### src/rtl/mac_pipe.sv
// mac_pipe: pipelined multi-lane signed fixed-point multiply-accumulate.
// Each accepted beat carries LANES pixel/weight pairs. The lane products are
// summed, accumulated over KERNEL_LEN beats, and the total is scaled back to
// DATA_WIDTH bits with FRAC_BIT fractional bits.
//
// Pipeline: P (lane products) -> S (lane sum) -> A (accumulate / output reg).
// All stages advance together on en = !out_valid | out_ready.
//
// Ports:
//   clk, rst_n    clock, asynchronous active-low reset
//   acc_clr       synchronous flush of pipeline, accumulator and beat counter
//   in_valid      input beat valid
//   in_ready      input beat accepted when in_valid & in_ready
//   pixel, weight LANES packed signed operands, lane i = [i*DW +: DW]
//   out_valid     result valid, held until out_ready
//   out_ready     downstream accept
//   out           signed scaled result
//   out_sat       result was clamped (MULT_SAT_EN builds only, else 0)
//
// Configuration macro: MULT_SAT_EN -- saturate the scaled result to the
// signed DATA_WIDTH range instead of wrapping.
module mac_pipe #(
    parameter int DATA_WIDTH = 16,
    parameter int FRAC_BIT   = 8,
    parameter int LANES      = 4,
    parameter int KERNEL_LEN = 9
) (
    input  logic                          clk,
    input  logic                          rst_n,
    input  logic                          acc_clr,
    input  logic                          in_valid,
    output logic                          in_ready,
    input  logic [LANES*DATA_WIDTH-1:0]   pixel,
    input  logic [LANES*DATA_WIDTH-1:0]   weight,
    output logic                          out_valid,
    input  logic                          out_ready,
    output logic [DATA_WIDTH-1:0]         out,
    output logic                          out_sat
);

    localparam int DW    = DATA_WIDTH;
    localparam int PW    = 2 * DW;
    localparam int ACC_W = 2 * DW + $clog2(LANES) + $clog2(KERNEL_LEN);
    localparam int CNT_W = (KERNEL_LEN > 1) ? $clog2(KERNEL_LEN) : 1;
    localparam logic [CNT_W-1:0] LAST_CNT = CNT_W'(KERNEL_LEN - 1);

    logic                    w_en;
    logic                    w_accept;

    logic [CNT_W-1:0]        r_beat_cnt;
    logic                    r_p_valid;
    logic                    r_p_last;
    logic signed [PW-1:0]    r_prod [LANES];

    logic                    r_s_valid;
    logic                    r_s_last;
    logic signed [ACC_W-1:0] r_sum;
    logic signed [ACC_W-1:0] w_sum;

    logic signed [ACC_W-1:0] r_acc;
    logic signed [ACC_W-1:0] w_total;
    logic [DW-1:0]           w_scaled;
    logic                    w_sat;

    assign w_en     = !out_valid || out_ready;
    assign in_ready = w_en;
    // A beat presented alongside acc_clr is dropped even though in_ready = 1.
    assign w_accept = in_valid && w_en && !acc_clr;

    // Stage P: per-lane full-width products and beat position.
    always_ff @(posedge clk or negedge rst_n) begin
        if (!rst_n) begin
            r_beat_cnt <= '0;
            r_p_valid  <= 1'b0;
            r_p_last   <= 1'b0;
            for (int unsigned i = 0; i < LANES; i++) r_prod[i] <= '0;
        end else if (acc_clr) begin
            r_beat_cnt <= '0;
            r_p_valid  <= 1'b0;
        end else if (w_en) begin
            r_p_valid <= w_accept;
            if (w_accept) begin
                r_p_last   <= (r_beat_cnt == LAST_CNT);
                r_beat_cnt <= (r_beat_cnt == LAST_CNT) ? '0 : r_beat_cnt + 1'b1;
                for (int unsigned i = 0; i < LANES; i++)
                    r_prod[i] <= $signed(pixel[i*DW +: DW]) * $signed(weight[i*DW +: DW]);
            end
        end
    end

    always_comb begin
        w_sum = '0;
        for (int unsigned i = 0; i < LANES; i++)
            w_sum = w_sum + {{(ACC_W-PW){r_prod[i][PW-1]}}, r_prod[i]};
    end

    // Stage S: registered lane sum.
    always_ff @(posedge clk or negedge rst_n) begin
        if (!rst_n) begin
            r_s_valid <= 1'b0;
            r_s_last  <= 1'b0;
            r_sum     <= '0;
        end else if (acc_clr) begin
            r_s_valid <= 1'b0;
        end else if (w_en) begin
            r_s_valid <= r_p_valid;
            r_s_last  <= r_p_last;
            r_sum     <= w_sum;
        end
    end

    assign w_total = r_acc + r_sum;

`ifdef MULT_SAT_EN
    logic signed [ACC_W-1:0] w_shift;
    logic [ACC_W-DW:0]       w_top;

    // In range iff every bit above the result's sign bit matches it.
    always_comb begin
        w_shift  = w_total >>> FRAC_BIT;
        w_top    = w_shift[ACC_W-1:DW-1];
        w_sat    = 1'b0;
        w_scaled = w_shift[DW-1:0];
        if ((w_top != '0) && (w_top != '1)) begin
            w_sat    = 1'b1;
            w_scaled = w_shift[ACC_W-1] ? {1'b1, {(DW-1){1'b0}}} : {1'b0, {(DW-1){1'b1}}};
        end
    end
`else
    assign w_scaled = w_total[DW+FRAC_BIT-1:FRAC_BIT];
    assign w_sat    = 1'b0;
`endif

    // Stage A: accumulate; on the last beat emit the scaled total and restart.
    always_ff @(posedge clk or negedge rst_n) begin
        if (!rst_n) begin
            r_acc     <= '0;
            out_valid <= 1'b0;
            out       <= '0;
            out_sat   <= 1'b0;
        end else if (acc_clr) begin
            r_acc     <= '0;
            out_valid <= 1'b0;
        end else if (w_en) begin
            out_valid <= r_s_valid && r_s_last;
            if (r_s_valid) begin
                if (r_s_last) begin
                    r_acc   <= '0;
                    out     <= w_scaled;
                    out_sat <= w_sat;
                end else begin
                    r_acc <= w_total;
                end
            end
        end
    end

endmodule

### config.mk
export PLATFORM = sky130hd
export DESIGN_NAME = mac_pipe
export DESIGN_NICKNAME = d
export VERILOG_FILES = /design/src/rtl/mac_pipe.sv
export SDC_FILE = /design/constraint.sdc
export NUM_CORES = 2
export LEC_CHECK = 0
export CAP_MARGIN = 20
export CORE_UTILIZATION = 55
export CTS_BUF_LIST = sky130_fd_sc_hd__clkbuf_4
export CTS_CLUSTER_SIZE = 16
export DETAILED_ROUTE_END_ITERATION = 8
export PLACE_DENSITY_LB_ADDON = 0.08
export SYNTH_ARGS = -nofsm -noshare
export SYNTH_HDL_FRONTEND = slang
export SYNTH_SLANG_ARGS = --single-unit
### constraint.sdc
create_clock -name clk -period 10.23 [get_ports clk]
set_input_delay 1.023 -clock clk [delete_from_list [all_inputs] [get_ports clk]]
set_output_delay 1.023 -clock clk [all_outputs]
set_load 0.05 [all_outputs]
==> impl_metrics.toml <==
[outcome]
status = "finished, final reports clean"

[clocking]
hold_buffers = 0
clock_path_buffers = 2
cts_resized = 0
cts_tree = "yes"
clkTransAtPathRegs_ps = 140
clock_latency_ps = 590
cts.sinks = 169
cts-root-buf = "clkbuf_4"
cts_buffers = 17
post_cts_buffers = 0
htreeDepth = 4

[worst_setup_path]
crit_path_frequent_cell = "fa_1"
worstReg2RegEnd = "r_sum[23]$_DFFE_PN0P_"
reg2reg_from = "r_prod[33]$_DFFE_PN0P_"
endpoint_kind = "register"
path_class = "input pin to register"
crit_required_ps = 10670
rrSetupSlack_ps = 6160
reg2reg_depth = 13
cp_num_buf_inv = 4
crit_chain = "clkdlybuf4s50_1 > nand2_1 > fa_1 > fa_1 > fa_1 > fa_1 > inv_1 > fa_1 > inv_1 > fa_1 > inv_1 > ha_1 > a21oi_1 > o21ai_0 > a2111oi_2 > nor2_1 > a31oi_1 > a21boi_0 > xnor2_1 > o21ai_0"
cpPeakStageDelay_ps = 1000
start_kind = "input pin"
cp_max_fo = 16
cpLargestDelayFamily = "adder cells"
cp_slowest_cell = "clkdlybuf4s50_1"
worstPathArrival_ps = 7520

[floorplanning]
rows = 98
ios = 152
start_util_pct = 55.5
die_w_um = 271
core_mm2 = 0.0715
die_y_um = 271
die-area_mm2 = 0.0732

[drt]
routed_wirelength_um = 92400
viasPerCell = 5.24
drtAntennaViolNets = 0
first_pass_iters = 5
vias = 28000
drc = 0
drtIter0Drc = 1661
wl_per_cell_um = 17.3

[timing]
tns_ps = 0
fin_crit_sh_pct = 69.2
tightest_slew_ps = 1010
setup_viol_count_final = 0
relSlewSlack_pct = 32.6
slew_violations = 0
clock_skew_ps = 24.6
hold_viol = 0
fmax_mhz = 141
post-route-min-period_ps = 7080
rsz0062_at_grt = "false"

[global_route]
grt_remaining_overflow = 0
grtUsageTotal_pct = 26.9
grt_pass1_vias = 30100
grt_pass1_wl_um = 158000
grt_max_degree = 115
antenna_found_initial = 2

[cells_and_area]
final_cell_mix = "983 x inv_1, 795 x fa_1, 647 x nand2_1"
nets = 5658
drive_above_1_share_pct = 1.82
layout_commonest_cell = "inv_1"
syn_to_final_growth_pct = 6.13

[yosys]
ys.warnings.count = 0
synth.distinct_cells = 76
postSynthAreaPerCell_um2 = 9.06
synth_seq_cells = 169
syn_inst = 4381
netlist_area_mm2 = 0.0397
synth_flop_cell = "dfrtp_1"
async_reset_ff_share_pct = 100
syn-num-nets = 5649
synth_edf_count = 0
ys_seq_area_share_pct = 10.7

[placement]
gp_congestion = 0.865
hpwl_um = 76500
portBuffers = 150

[worst_hold_path]
hp-class = "input pin to asynchronous set/reset pin"

[run]
maxCapViolCount = 0
-- sequential cells by signal, summed over array words and instances (netlist names) --
signal      cells
r_p_valid       1
out            16
r_s_last        1
r_beat_cnt      4
r_sum          24
out_valid       1
r_p_last        1
r_s_valid       1
r_acc          24
r_prod         96
-- per-layer routing --
layer,track usage (%),wire length (µm),vias up
met4,4.42,1210,2
met2,45.5,45600,545
met5,0,14,-
met1,38.6,42100,14300
met3,2.06,3490,92
li1,-,-,13100
-- layout make-up --
class / count / area, µm²
Inverter: 983 / 3690
Timing Repair Buffer: 157 / 1560
Antenna cell: 2 / 5.00
Clock buffer: 18 / 135
Tap cell: 950 / 1190
Fill cell: 6438 / 29400
Multi-Input combinational cell: 3062 / 31100
Clock inverter: 14 / 180
Sequential cell: 169 / 4230
-- stage by stage --
stage	worst slack [ps]	area [µm²]	util (%)	cells	hold WS, ps
final	3150	42100	58.9	5355	490
after global routing	2820	42100	58.9	5354	532
after CTS	3220	42100	58.9	5353	494
after detailed placement	2540	41800	58.5	5321	470
after global placement	2630	41800	58.5	5321	456
after floorplan	3830	39700	-	4381	439
-- cell usage after synthesis (3+ instances only) --
library cell | n | share of area, %
or2_2 | 5 | 0.079
nand3b_1 | 4 | 0.076
a211o_1 | 5 | 0.11
fa_1 | 795 | 40
o211ai_1 | 7 | 0.13
a31o_2 | 3 | 0.066
and2_1 | 438 | 6.9
a211oi_1 | 14 | 0.26
nand2b_1 | 28 | 0.44
nor2b_1 | 11 | 0.17
o21ai_1 | 12 | 0.15
buf_1 | 5 | 0.047
a31oi_1 | 17 | 0.27
clkbuf_1 | 159 | 1.5
and3_1 | 15 | 0.24
nand3_1 | 30 | 0.38
mux2_2 | 16 | 0.45
a22o_1 | 22 | 0.49
o22ai_1 | 3 | 0.047
or3_1 | 5 | 0.079
a21o_1 | 39 | 0.74
o31a_1 | 3 | 0.066
a21boi_0 | 3 | 0.057
ha_1 | 340 | 11
o21bai_1 | 13 | 0.25
nor3_1 | 16 | 0.20
o21ai_0 | 124 | 1.6
o31ai_1 | 11 | 0.21
nor4_1 | 4 | 0.063
nor3b_1 | 6 | 0.11
nor2_1 | 78 | 0.74
mux2i_1 | 3 | 0.076
xnor2_1 | 134 | 3.0
dfrtp_1 | 169 | 11
nand2_1 | 648 | 6.1
o21a_1 | 14 | 0.26
a21oi_1 | 78 | 0.98
inv_1 | 983 | 9.3
a41oi_1 | 4 | 0.088
o211ai_2 | 3 | 0.095
nand4_1 | 5 | 0.079
xor2_1 | 64 | 1.4
-- cell families after synthesis --
family	share of synthesized area, %
flip-flops	10.7
XOR/XNOR	4.43
multiplexers	0.530
adder cells (fa/ha/maj)	50.8
AND/OR/NAND/NOR	15.9
buffers and inverters	10.9
other	0.00945
AO/OA/AOI/OAI	6.76
-- worst max path at each step --
stage                from  cells past startpoint                 endpoint  slack [ps]
3_3_place_gp    weight[1]                     20  r_prod[117]$_DFFE_PN0P_        2630
3_5_place_dp    weight[1]                     20  r_prod[116]$_DFFE_PN0P_        2540
2_1_floorplan  weight[33]                     20   r_prod[55]$_DFFE_PN0P_        3830
4_1_cts         weight[1]                     20  r_prod[116]$_DFFE_PN0P_        3220
5_1_grt         weight[1]                     20  r_prod[116]$_DFFE_PN0P_        2820
6_report        weight[1]                     20  r_prod[116]$_DFFE_PN0P_        3150
Power is left out: the tool's default activity adds up to more than one toggle a clock period on the data nets, which glitch-free logic cannot reach.
